--- src/rtl/data_mem_responder_pkg.sv ---
// -----------------------------------------------------------------------------
// CoreConfig: definitions shared by the execute stage and the data memory
// responder.
//   mem_state_e : responder FSM states (IDLE, LOAD_WAIT)
//   MEM_BYTE/MEM_HALF/MEM_WORD : access width encoding on ram_*_width
//   lane_mask()     : right-justified data mask for an access width
//   is_misaligned() : alignment rule for a width/byte-offset pair
// -----------------------------------------------------------------------------
package CoreConfig;

  typedef enum logic {
    IDLE      = 1'b0,
    LOAD_WAIT = 1'b1
  } mem_state_e;

  localparam logic [1:0] MEM_BYTE = 2'b00;
  localparam logic [1:0] MEM_HALF = 2'b01;
  localparam logic [1:0] MEM_WORD = 2'b10;

  // Mask applied to right-justified load data; the reserved width yields 0.
  function automatic logic [31:0] lane_mask(input logic [1:0] width);
    case (width)
      MEM_BYTE: return 32'h0000_00FF;
      MEM_HALF: return 32'h0000_FFFF;
      MEM_WORD: return 32'hFFFF_FFFF;
      default:  return 32'h0000_0000;
    endcase
  endfunction

  // Halfwords need an even offset, words offset 0; width 2'b11 is never legal.
  function automatic logic is_misaligned(input logic [1:0] width,
                                         input logic [1:0] offset);
    case (width)
      MEM_BYTE: return 1'b0;
      MEM_HALF: return offset[0];
      MEM_WORD: return (offset != 2'b00);
      default:  return 1'b1;
    endcase
  endfunction

endpackage

--- src/rtl/data_mem_responder_if.sv ---
// -----------------------------------------------------------------------------
// data_mem_if: execute-stage request/response signals plus the SRAM port of
// the data memory responder.
//   modport master : execute stage and SRAM side (drives requests, sram_rdata)
//   modport slave  : the responder (drives load data, stall, fault, SRAM strobes)
// -----------------------------------------------------------------------------
interface data_mem_if #(
  parameter int ADDR_W = 10
);

  logic              ram_load_en;
  logic              ram_store_en;
  logic [31:0]       ram_load_addr;
  logic [31:0]       ram_store_addr;
  logic [31:0]       ram_store_data;
  logic [1:0]        ram_store_width;
  logic [1:0]        ram_load_width;
  logic [31:0]       ram_load_data;
  logic              mem_stall;
  logic              access_fault;
  logic              sram_en;
  logic [3:0]        sram_we;
  logic [ADDR_W-1:0] sram_addr;
  logic [31:0]       sram_wdata;
  logic [31:0]       sram_rdata;

  modport master (
    output ram_load_en, ram_store_en, ram_load_addr, ram_store_addr,
           ram_store_data, ram_store_width, ram_load_width, sram_rdata,
    input  ram_load_data, mem_stall, access_fault,
           sram_en, sram_we, sram_addr, sram_wdata
  );

  modport slave (
    input  ram_load_en, ram_store_en, ram_load_addr, ram_store_addr,
           ram_store_data, ram_store_width, ram_load_width, sram_rdata,
    output ram_load_data, mem_stall, access_fault,
           sram_en, sram_we, sram_addr, sram_wdata
  );

endinterface

--- src/rtl/data_mem_responder_lane_align.sv ---
// -----------------------------------------------------------------------------
// mem_lane_align: combinational lane steering for the data memory.
//   Write path: wr_off_i/wr_width_i/wr_data_i -> byte enables wr_be_o and
//               lane-replicated write data wr_lanes_o.
//   Read path : rd_off_i/rd_width_i/rd_data_i -> right-justified, width-masked
//               load data rd_data_o.
// -----------------------------------------------------------------------------
module mem_lane_align
  import CoreConfig::*;
(
  input  logic [1:0]  wr_off_i,
  input  logic [1:0]  wr_width_i,
  input  logic [31:0] wr_data_i,
  output logic [3:0]  wr_be_o,
  output logic [31:0] wr_lanes_o,
  input  logic [1:0]  rd_off_i,
  input  logic [1:0]  rd_width_i,
  input  logic [31:0] rd_data_i,
  output logic [31:0] rd_data_o
);

  always_comb begin
    // NOTE: every output of a combinational block gets a default first, so no
    // path through the case can leave it unassigned and infer a latch.
    wr_be_o    = 4'b0000;
    wr_lanes_o = 32'h0000_0000;
    case (wr_width_i)
      MEM_BYTE: begin
        wr_be_o    = 4'b0001 << wr_off_i;
        wr_lanes_o = {4{wr_data_i[7:0]}};
      end
      MEM_HALF: begin
        wr_be_o    = 4'b0011 << wr_off_i;
        wr_lanes_o = {2{wr_data_i[15:0]}};
      end
      MEM_WORD: begin
        wr_be_o    = 4'b1111;
        wr_lanes_o = wr_data_i;
      end
      default: ;
    endcase
  end

  assign rd_data_o = (rd_data_i >> {rd_off_i, 3'b000}) & lane_mask(rd_width_i);

endmodule

--- src/rtl/data_mem_responder.sv ---
// -----------------------------------------------------------------------------
// data_mem_responder: serves execute-stage loads/stores from a single-port
// synchronous SRAM mapped at a 2^(ADDR_W+2)-byte window starting at BASE_ADDR.
//   clk, rst_n : clock and asynchronous active-low reset
//   bus        : data_mem_if.slave (request/response and SRAM signals)
// Stores complete in the request cycle. Loads stall one cycle and return data
// in LOAD_WAIT; the returned value is held until the next load completes.
// Misaligned or out-of-window requests pulse access_fault and never reach the
// SRAM. With load and store together the store goes first under stall.
// -----------------------------------------------------------------------------
module data_mem_responder #(
  parameter int          ADDR_W    = 10,
  parameter logic [31:0] BASE_ADDR = 32'h0000_1000
) (
  input logic     clk,
  input logic     rst_n,
  data_mem_if.slave bus
);

  import CoreConfig::*;

  mem_state_e  state_q;
  logic [1:0]  off_q;
  logic [1:0]  width_q;
  logic [31:0] hold_q;
  logic        store_done_q;  // store half of a combined request already served

  logic        st_ok, ld_ok;
  logic        idle, store_phase, load_phase, store_go, load_go;
  logic [3:0]  wr_be;
  logic [31:0] wr_lanes;
  logic [31:0] rd_value;

  assign st_ok = (bus.ram_store_addr[31:ADDR_W+2] == BASE_ADDR[31:ADDR_W+2]) &&
                 !is_misaligned(bus.ram_store_width, bus.ram_store_addr[1:0]);
  assign ld_ok = (bus.ram_load_addr[31:ADDR_W+2] == BASE_ADDR[31:ADDR_W+2]) &&
                 !is_misaligned(bus.ram_load_width, bus.ram_load_addr[1:0]);

  // The request decode is qualified by rst_n so the combinational SRAM strobes,
  // stall and fault stay low for the whole reset, even with requests present.
  assign idle = rst_n && (state_q == IDLE);

  // A combined request is split: the store is served first, and on the next
  // cycle (store_done_q set, core still holding both) only the load proceeds.
  assign store_phase = idle && bus.ram_store_en && !(store_done_q && bus.ram_load_en);
  assign load_phase  = idle && bus.ram_load_en && !store_phase;
  assign store_go    = store_phase && st_ok;
  assign load_go     = load_phase && ld_ok;

  mem_lane_align u_lane_align (
    .wr_off_i   (bus.ram_store_addr[1:0]),
    .wr_width_i (bus.ram_store_width),
    .wr_data_i  (bus.ram_store_data),
    .wr_be_o    (wr_be),
    .wr_lanes_o (wr_lanes),
    .rd_off_i   (off_q),
    .rd_width_i (width_q),
    .rd_data_i  (bus.sram_rdata),
    .rd_data_o  (rd_value)
  );

  always_comb begin
    bus.sram_en    = 1'b0;
    bus.sram_we    = 4'b0000;
    bus.sram_addr  = '0;
    bus.sram_wdata = 32'h0000_0000;
    if (store_go) begin
      bus.sram_en    = 1'b1;
      bus.sram_we    = wr_be;
      bus.sram_addr  = bus.ram_store_addr[ADDR_W+1:2];
      bus.sram_wdata = wr_lanes;
    end else if (load_go) begin
      bus.sram_en    = 1'b1;
      bus.sram_addr  = bus.ram_load_addr[ADDR_W+1:2];
    end
  end

  assign bus.mem_stall     = (store_phase && bus.ram_load_en) || load_go;
  assign bus.access_fault  = (store_phase && !st_ok) || (load_phase && !ld_ok);
  assign bus.ram_load_data = (state_q == LOAD_WAIT) ? rd_value : hold_q;

  always_ff @(posedge clk or negedge rst_n) begin
    if (!rst_n) begin
      state_q      <= IDLE;
      off_q        <= 2'b00;
      width_q      <= MEM_BYTE;
      hold_q       <= 32'h0000_0000;
      store_done_q <= 1'b0;
    end else begin
      // NOTE: sequential state uses non-blocking assignments so every register
      // samples pre-edge values regardless of statement order.
      store_done_q <= store_phase && bus.ram_load_en;
      case (state_q)
        IDLE: begin
          if (load_go) begin
            off_q   <= bus.ram_load_addr[1:0];
            width_q <= bus.ram_load_width;
            state_q <= LOAD_WAIT;
          end else if (load_phase) begin
            hold_q  <= 32'h0000_0000;  // faulting load returns zero
          end
        end
        LOAD_WAIT: begin
          hold_q  <= rd_value;
          state_q <= IDLE;
        end
      endcase
    end
  end

endmodule

--- src/flat_wrapper.sv ---
// flat-port wrapper written by rule: the top's interface ports become plain ports
module data_mem_responder_flat import CoreConfig::*;
#(
  parameter int          ADDR_W    = 10,
  parameter logic [31:0] BASE_ADDR = 32'h0000_1000
)
  (clk, rst_n, bus_ram_load_en, bus_ram_store_en, bus_ram_load_addr, bus_ram_store_addr, bus_ram_store_data, bus_ram_store_width, bus_ram_load_width, bus_sram_rdata, bus_ram_load_data, bus_mem_stall, bus_access_fault, bus_sram_en, bus_sram_we, bus_sram_addr, bus_sram_wdata);
  data_mem_if #(.ADDR_W(ADDR_W)) bus_i ();
  input logic clk;
  input logic rst_n;
  input wire logic [$bits(bus_i.ram_load_en)-1:0] bus_ram_load_en;
  input wire logic [$bits(bus_i.ram_store_en)-1:0] bus_ram_store_en;
  input wire logic [$bits(bus_i.ram_load_addr)-1:0] bus_ram_load_addr;
  input wire logic [$bits(bus_i.ram_store_addr)-1:0] bus_ram_store_addr;
  input wire logic [$bits(bus_i.ram_store_data)-1:0] bus_ram_store_data;
  input wire logic [$bits(bus_i.ram_store_width)-1:0] bus_ram_store_width;
  input wire logic [$bits(bus_i.ram_load_width)-1:0] bus_ram_load_width;
  input wire logic [$bits(bus_i.sram_rdata)-1:0] bus_sram_rdata;
  output wire logic [$bits(bus_i.ram_load_data)-1:0] bus_ram_load_data;
  output wire logic [$bits(bus_i.mem_stall)-1:0] bus_mem_stall;
  output wire logic [$bits(bus_i.access_fault)-1:0] bus_access_fault;
  output wire logic [$bits(bus_i.sram_en)-1:0] bus_sram_en;
  output wire logic [$bits(bus_i.sram_we)-1:0] bus_sram_we;
  output wire logic [$bits(bus_i.sram_addr)-1:0] bus_sram_addr;
  output wire logic [$bits(bus_i.sram_wdata)-1:0] bus_sram_wdata;
  assign bus_i.ram_load_en = bus_ram_load_en;
  assign bus_i.ram_store_en = bus_ram_store_en;
  assign bus_i.ram_load_addr = bus_ram_load_addr;
  assign bus_i.ram_store_addr = bus_ram_store_addr;
  assign bus_i.ram_store_data = bus_ram_store_data;
  assign bus_i.ram_store_width = bus_ram_store_width;
  assign bus_i.ram_load_width = bus_ram_load_width;
  assign bus_i.sram_rdata = bus_sram_rdata;
  assign bus_ram_load_data = bus_i.ram_load_data;
  assign bus_mem_stall = bus_i.mem_stall;
  assign bus_access_fault = bus_i.access_fault;
  assign bus_sram_en = bus_i.sram_en;
  assign bus_sram_we = bus_i.sram_we;
  assign bus_sram_addr = bus_i.sram_addr;
  assign bus_sram_wdata = bus_i.sram_wdata;
  data_mem_responder #(.ADDR_W(ADDR_W), .BASE_ADDR(BASE_ADDR)) u_core (.clk(clk), .rst_n(rst_n), .bus(bus_i));
endmodule
--- config.mk ---
export PLATFORM = sky130hd
export DESIGN_NAME = data_mem_responder_flat
export DESIGN_NICKNAME = d
export VERILOG_FILES = /design/src/rtl/data_mem_responder_pkg.sv /design/src/rtl/data_mem_responder_if.sv /design/src/rtl/data_mem_responder_lane_align.sv /design/src/rtl/data_mem_responder.sv /design/src/flat_wrapper.sv
export SDC_FILE = /design/constraint.sdc
export NUM_CORES = 1
export LEC_CHECK = 0
export ABC_AREA = 1
export BUFFER_PORTS_ARGS = -buffer_cell sky130_fd_sc_hd__buf_2
export CORE_UTILIZATION = 28
export CTS_CLUSTER_DIAMETER = 200
export CTS_CLUSTER_SIZE = 20
export DETAILED_ROUTE_END_ITERATION = 6
export REMOVE_ABC_BUFFERS = 1
export SLEW_MARGIN = 20
export SYNTH_ARGS = -nofsm -noshare
export SYNTH_HDL_FRONTEND = slang
export SYNTH_SLANG_ARGS = --single-unit
--- constraint.sdc ---
create_clock -name clk -period 2.39 [get_ports clk]
set_input_delay 0.3585 -clock clk [delete_from_list [all_inputs] [get_ports clk]]
set_output_delay 0.3585 -clock clk [all_outputs]
set_load 0.005 [all_outputs]
Yosys cells after proc, flatten, opt, wreduce, memory -nomap -nowiden
Cells that the tools add are included.
{"block": "totals", "register_bits": 38, "input_bits": 136, "out_inout_bits": 81, "wordCells": 64}
{"block": "op_classes", "n_eq_ne": 10, "shift": 3, "muxes": 16, "bitwise_logic": 2, "reduce_logical": 28}
{"operator": "32-bit case mux with 3 select lines", "count": 2}
{"operator": "32-bit two-way mux", "count": 4}
{"operator": "32-bit case mux with 2 select lines", "count": 1}
{"operator": "20-bit by 1-bit equality test with 1-bit output (second input constant)", "count": 2}
{"operator": "32-bit AND", "count": 1}
{"operator": "32-bit by 5-bit right shift with 32-bit output", "count": 1}
{"operator": "10-bit two-way mux", "count": 2}
{"operator": "1-bit logical AND", "count": 13}
{"operator": "4-bit case mux with 3 select lines", "count": 1}
{"operator": "2-bit by 1-bit equality test with 1-bit output (second input constant)", "count": 3}
{"operator": "2-bit equality test (second input constant)", "count": 3}
{"operator": "1-bit logical NOT", "count": 6}
{"operator": "2-bit logical NOT", "count": 3}
{"operator": "1-bit case mux with 3 select lines", "count": 2}
{"operator": "4-bit two-way mux", "count": 1}
{"operator": "2-bit AND reduction", "count": 2}
{"operator": "2-bit nonzero test", "count": 2}
{"operator": "1-bit by 2-bit left shift with 4-bit output (first input constant)", "count": 1}
{"operator": "2-bit by 2-bit left shift with 4-bit output (first input constant)", "count": 1}
{"operator": "1-bit logical OR", "count": 2}
{"operator": "1-bit two-way mux", "count": 2}
{"operator": "2-bit by 1-bit inequality test with 1-bit output (second input constant)", "count": 1}
{"operator": "2-bit inequality test (second input constant)", "count": 1}
{"operator": "1-bit case mux with 2 select lines", "count": 1}
{"operator": "1-bit NOT", "count": 1}

Longest topological paths before layout
Gate-level depths: netlist of the first run.
{"block": "logic_depth", "word_depth": 9, "mapped_depth": 9, "depth_no_buf": 9}

Hierarchy
Synthesis of the first run repeated with hierarchy kept, for this count alone.
{"block": "hier_totals", "hier_cells": 688, "hier_area_um2": 3693.5}
{"module": "data_mem_responder", "n_inst": 1, "cells_per_inst": 412, "area_per_inst_um2": 2524.9, "seq_area_each_um2": 950.9}
{"module": "mem_lane_align", "n_inst": 1, "cells_per_inst": 276, "area_per_inst_um2": 1168.6, "seq_area_each_um2": 0.0}

Worst setup path after synthesis of the first run
Ideal clock, no wire load.
{"block": "synth_timing", "path_type": "flip-flop to output port", "startpoint": "register u_core.width_q[0]", "endpoint": "output bus_ram_load_data[16]", "arrival_time_ns": 1.324, "required_ns": 2.032, "path_slack_ns": 0.708, "stages_incl_launch_ff": 8, "path_buffers": 0, "path_cell_list": "dfrtp_1 -> inv_1 -> ha_1 -> nand2_1 -> nor2_2 -> inv_1 -> or2_2 -> nand2_1"}
{"block": "synth_between", "elab_chain_len": 4, "word_cells_on_any_way": 6, "classes_between": "eq/ne: 2; mux: 2; bitwise: 1; reduce/logical: 1"}
{"element": "start: declaration", "line": "data_mem_responder.sv:24", "source": "logic [1:0] width_q;"}
{"element": "start signal: assignment", "line": "data_mem_responder.sv:97", "source": "width_q <= bus.ram_load_width;"}
{"element": "2-bit equality test (tied with other cells)", "line": "data_mem_responder_pkg.sv:22", "source": "case (width)"}
{"element": "32-bit case mux with 3 select lines (*)", "line": "data_mem_responder_pkg.sv:22"}
{"element": "32-bit AND (*)", "line": "data_mem_responder_lane_align.sv:44", "source": "assign rd_data_o = (rd_data_i >> {rd_off_i, 3'b000}) & lane_mask(rd_width_i);"}
{"element": "32-bit two-way mux (*)", "line": "data_mem_responder.sv:80", "source": "assign bus.ram_load_data = (state_q == LOAD_WAIT) ? rd_value : hold_q;"}
{"element": "end: declaration", "line": "flat_wrapper.sv:19", "source": "output wire logic [$bits(bus_i.ram_load_data)-1:0] bus_ram_load_data;"}
Mark *: on every way between the ends. The rest lies on a longest branch, timed or not.

Worst setup path in the final report of the first run
{"block": "layout_timing", "startpoint": "register u_core.off_q[0]", "endpoint": "output bus_ram_load_data[3]"}
{"block": "layout_between", "elab_chain_len": 3}
{"element": "start: declaration", "line": "data_mem_responder.sv:23", "source": "logic [1:0] off_q;"}
{"element": "start signal: assignment", "line": "data_mem_responder.sv:96", "source": "off_q <= bus.ram_load_addr[1:0];"}
{"element": "32-bit by 5-bit right shift with 32-bit output", "line": "data_mem_responder_lane_align.sv:44"}
{"element": "32-bit AND", "line": "data_mem_responder_lane_align.sv:44"}
{"element": "32-bit two-way mux", "line": "data_mem_responder.sv:80"}
Every way passes these cells.

==> results.cfg, run 1 <==
[timing]
layout_setup_ws_ns = 0.188
rsz0062_at_grt = no
slew_headroom_pct = 63.8
min_period_ns = 2.20
setup_violations = 0
tightest_slew_ns = 0.542
fin_skew_ns = 0.00663
finalMaxSlewViolations = 0
hold_ws_ns = 0.177
period_share_pct = 92.1
fmax_mhz = 454
finalHoldViolations = 0

[grt]
grt_pass1_wl_um = 18300
grt_use_total_pct = 20.2
grt_pass1_vias = 3885
antenna_found_initial = 0
grt_start_max_net_pins = 48
gr-total-overflow = 0

[placement]
port_buffers = 216
place_congestion = 0.848
place_worst_setup_slack_ns = 0.309
hpwl_um = 9320
placed_cells = 849

[synth]
ys_warn_count = 0
ys_seq_elements = 38
syn_area_per_cell_sq_um = 6.18
synth_area_sq_um = 3100
synth_top_area_cell = dfrtp_1
synth_top_cell_area_share_pct = 30.7
netlist_instances = 502
yosysSeqAreaShare_pct = 30.7
synth.distinct_cells = 27
synth_area_leaders = dfrtp_1, nand2_1, a21oi_1, nor2_1, nand3_1

[layout]
fillers = 1168
area_delta_synth_final_pct = 43.3
drive_above_1_share_pct = 38.0
antenna_cells = 0
nets = 855
utilization_pct = 41.2
instances_no_fill = 858

[die]
dieHeight_um = 107
die_area_sq_um = 11500
start_util_pct = 28.7
rows = 38
dieWidth_um = 107
ios = 217
core-area_sq_um = 10800

[clocking]
insertion_delay_ns = 0.29
root_buffer = clkbuf_8
clk_pin_slew_ns = 0.08
cts_sinks = 38
numCtsBuffers = 5
cts_tree = done
cts_max_level = 2
cts_buffer_depth = 2

[setup_path]
endpoint_kind = output port
cp.required_ns = 2.03
r2r_slack_ns = 0.79
r2r_cells = 6
r2r_end = u_core.width_q[0]
start_kind = flip-flop
startpoint = u_core.off_q[0]
critPathBufInv = 2
worstPathCellList = buf_4 > or2_2 > o21ai_0 > nand2_1 > o211ai_1 > nand2_1 > buf_2
crit_family = flip-flops
reg2reg_from = u_core.state_q
cp_common_cell = nand2_1
path_max_fanout = 13
max_stage_delay_ns = 0.50
crit_slowest_cell = dfrtp_2
worst-setup-path-type = flip-flop to output port
worstSetupPathDepth = 7
arrival_ns = 1.84
crit_end = bus_ram_load_data[3]

[power]
ir_drop_uv = 191
p_comb_share_pct = 20.2
cell_internal_pwr_uw = 1010
power_switching_share_pct = 26.9
leakage_uw = 0.00271
pwr-share-clk_pct = 32.9
pwr-share-seq_pct = 46.9
p_sw_uw = 370
p_total_uw = 1380
power_density_nw_per_um2 = 310

[route]
wl_um = 11700
drc_errors = 0
dr_wl_met3_um = 917
avgViaCountPerCell = 4.72
vias = 4049
first_pass_iters = 5
top_layer = met4
met2_length_um = 6090
drt-met1-wl_um = 4440
drt_iter0_markers = 242
ant_nets = 0
avgRoutedWirePerCell_um = 13.6

[run_status]
status = complete, no violations

[run]
max_cap_violations = 0

[hold_path]
hp-class = input pin to async pin
[worst register-to-register path, delay by kind of cell (launching register included)]
kind            cells  cell delay [ns]
simple gates        3             0.74
buf+inv             2             0.33
flops               1             0.39
compound gates      1             0.07
[power by group through the flow]
stage | clock (uW) | combinational, uW | sequential (uW)
floorplan | 0 | 92.9 | 657
global placement | 0 | 273 | 657
detailed placement | 0 | 278 | 658
CTS | 474 | 280 | 645
global route | 497 | 313 | 645
finish | 453 | 279 | 645
[worst min path at each step]
stage | start | to | slack (ns) | cells after the start
after detailed placement | rst_n | u_core.width_q[0] | 0.19 | 1
after global routing | rst_n | u_core.hold_q[13] | 0.23 | 2
after floorplan | rst_n | u_core.hold_q[0] | 0.06 | 0
final | rst_n | u_core.hold_q[12] | 0.18 | 2
after global placement | rst_n | u_core.width_q[0] | 0.19 | 1
after CTS | rst_n | u_core.hold_q[12] | 0.20 | 2
[through the flow]
step	instance area (sq um)	TNS [ns]
final	4440	0
after floorplan	2950	-5.27
after CTS	4440	0
after detailed placement	4340	0
after global placement	4340	0
after global routing	4440	0
[final cells by class]
class                           instances  area, sq um  area share [%]
Multi-Input combinational cell        404         1880            42.2
Timing Repair Buffer                  235         1230            27.6
Sequential cell                        38          952            21.4
Tap cell                              140          175            3.94
Inverter                               33          124            2.79
Clock buffer                            7         86.3            1.94
Clock inverter                          1         5.00           0.113
[cell usage after synthesis (all sizes together)]
library cell    n
a21oi          52
a221oi          8
a31oi           1
and2            1
buf            15
clkbuf         12
dfrtp          38
ha              2
inv            33
nand2         195
nand3          30
nand4           3
nor2           63
nor3            1
o211ai         16
o21ai          14
o21bai          1
or2            16
xor2            1
[cells by family after synthesis]
group           share of synthesized area [%]
simple gates                             41.5
compound gates                           17.7
buf+inv                                  9.00
flops                                    30.7
fa+ha+maj                               0.807
xor+xnor                                0.283
[cell usage in the layout, fill, tap and decap left out, drive strengths merged, types with 2 or more instances in the layout]
master and n:
a221oi 8, clkbuf 7, nand4 3, buf 234, dfrtp 38, o21ai 14
or2 16, nor2 63, ha 2, nand2 195, nand3 30, inv 33
a21oi 52, o211ai 16
[registers in the layout, summed over array words and instances (netlist names)]
register,cells
u_core.hold_q,32
u_core.off_q,2
u_core.state_q,1
u_core.store_done_q,1
u_core.width_q,2
[repair_timing]
action	CTS	global route
endpoints found under the hold margin	3	0
resized for setup	0	2
setup buffers	0	0
hold buffers	1	0
endpoints found under the setup margin	0	14
[metal layers]
| layer | vias to the layer above | track usage, % |
|---|---|---|
| met3 | 16 | 4.07 |
| met1 | 1815 | 22.8 |
| li1 | 2048 | - |
| met4 | 0 | 6.85 |
| met2 | 170 | 37.4 |
| met5 | - | 0 |
(Power assumes the default switching activity.)
==> inputs of run 2 (changes only) <==
--- a/config.mk
+++ b/config.mk
@@ -7,11 +7,13 @@
 export LEC_CHECK = 0
 export ABC_AREA = 1
 export BUFFER_PORTS_ARGS = -buffer_cell sky130_fd_sc_hd__buf_2
-export CORE_UTILIZATION = 28
+export CORE_UTILIZATION = 45
 export CTS_CLUSTER_DIAMETER = 200
 export CTS_CLUSTER_SIZE = 20
 export DETAILED_ROUTE_END_ITERATION = 6
+export PLACE_DENSITY = 0.83
 export REMOVE_ABC_BUFFERS = 1
+export SETUP_SLACK_MARGIN = 0.15
 export SLEW_MARGIN = 20
 export SYNTH_ARGS = -nofsm -noshare
 export SYNTH_HDL_FRONTEND = slang
==> results.cfg, run 2 (same netlist as run 1, synthesis figures left out) <==
[grt]
gr-total-overflow = 0
grt_start_max_net_pins = 41
grt_use_total_pct = 29.7
grt_pass1_vias = 3954
grt_pass1_wl_um = 17300
antenna_found_initial = 0

[timing]
rsz0062_at_grt = no
slew_headroom_pct = 56.9
min_period_ns = 2.11
period_share_pct = 88.5
hold_ws_ns = 0.184
tightest_slew_ns = 0.645
finalHoldViolations = 0
layout_setup_ws_ns = 0.275
fmax_mhz = 473
finalMaxSlewViolations = 0
setup_violations = 0
fin_skew_ns = 0.00629

[setup_path]
max_stage_delay_ns = 0.38
reg2reg_from = u_core.state_q
path_max_fanout = 8
crit_end = bus_ram_load_data[17]
crit_slowest_cell = dfrtp_1
worst-setup-path-type = flip-flop to output port
start_kind = flip-flop
startpoint = u_core.width_q[0]
cp.required_ns = 2.03
r2r_cells = 5
r2r_end = u_core.hold_q[7]
r2r_slack_ns = 0.83
arrival_ns = 1.76
worstPathCellList = inv_1 > ha_1 > nand2_1 > nor2_2 > inv_1 > or2_2 > nand2_1 > buf_2
endpoint_kind = output port

[power]
pwr-share-clk_pct = 36.8
ir_drop_uv = 224
leakage_uw = 0.00272
power_density_nw_per_um2 = 329
pwr-share-seq_pct = 44.5
p_sw_uw = 371
p_comb_share_pct = 18.6
power_switching_share_pct = 25.6
cell_internal_pwr_uw = 1080

[die]
dieHeight_um = 85.0
die_area_sq_um = 7230
dieWidth_um = 85.0
ios = 217
core-area_sq_um = 6490
start_util_pct = 47.7
rows = 29

[route]
ant_nets = 0
vias = 4219
avgRoutedWirePerCell_um = 13.8
avgViaCountPerCell = 5.32
wl_um = 10900
drt_iter0_markers = 171
drc_errors = 0
first_pass_iters = 5

[run_status]
status = complete, no violations

[clocking]
insertion_delay_ns = 0.29
cts_sinks = 38
numCtsBuffers = 5
cts_buffer_depth = 2
root_buffer = clkbuf_8
clk_pin_slew_ns = 0.08
cts_max_level = 2
cts_tree = done

[run]
max_cap_violations = 0

[placement]
dpl_cell_area_sq_um = 4230
hpwl_um = 8630
place_congestion = 0.921
port_buffers = 216
place_worst_setup_slack_ns = 0.168

[layout]
utilization_pct = 67.8
largest_reg_flops = 32
most-common-layout-cells = buf_2, nand2_1, nor2_1
nets = 853
final_cell_area_sq_um = 4400
final_common_cell = buf_2
regArea_sq_um = 951
multiInputGateArea_sq_um = 1890
top_regs = u_core.hold_q: 32 flops, u_core.off_q: 2 flops, u_core.width_q: 2 flops
antenna_cells = 0
top_register = u_core.hold_q
area_delta_synth_final_pct = 42.0
drive_above_1_share_pct = 38.1
fillers = 614

[hold_path]
hp-class = input pin to async pin
## run 2: power groups by stage
| stage | registers [uW] | logic [uW] | clock network, uW |
|---|---|---|---|
| after floorplan | 657 | 92.9 | 0 |
| after global placement | 657 | 259 | 0 |
| after detailed placement | 657 | 265 | 0 |
| after CTS | 645 | 268 | 539 |
| after global routing | 645 | 301 | 564 |
| final | 645 | 270 | 533 |
## run 2: worst min-delay path by stage
stage               slack [ns]                  end
floorplan                 0.06     u_core.hold_q[0]
global placement          0.17  u_core.store_done_q
detailed placement        0.17  u_core.store_done_q
CTS                       0.20     u_core.hold_q[7]
global route              0.24     u_core.hold_q[4]
finish                    0.18     u_core.hold_q[4]
## run 2: metal layers
layer  vias to the layer above  global-route usage, %  share of wire (%)
met4                         0                   11.9                2.1
met2                       196                   56.2                 53
met5                         -                      0                  0
li1                       2056                      -                  -
met1                      1941                   33.2                 38
met3                        26                   4.67                7.4
## run 2: worst max-delay path: cells and delay by family, from the launching register on
| family | cells | cell delay (ns) |
|---|---|---|
| and+or+nand+nor | 4 | 0.59 |
| adders and majority gates | 1 | 0.16 |
| DFF | 1 | 0.38 |
| buffers and inverters | 3 | 0.35 |
## run 2: cell type report
class | count | area share, %
Clock buffer | 5 | 1.56
Clock inverter | 3 | 0.909
Inverter | 33 | 2.93
Multi-Input combinational cell | 404 | 42.9
Sequential cell | 38 | 21.6
Tap cell | 77 | 2.19
Timing Repair Buffer | 233 | 28.0
## run 2: timing repair
action,4_1_cts,5_1_grt
hold buffers,1,0
hold endpoints to repair,1,0
resized for setup,2,7
setup endpoints to repair,25,37
setup buffers,2,0
pin swaps,1,0
gates cloned,0,0
## run 2: per-stage QoR
| stage | cells | power (uW) | setup TNS [ns] |
|---|---|---|---|
| after global placement | 782 | 916 | 0 |
| after floorplan | 475 | 750 | -5.27 |
| after CTS | 793 | 1450 | 0 |
| final | 793 | 1450 | 0 |
| after detailed placement | 782 | 922 | 0 |
| after global routing | 793 | 1510 | 0 |
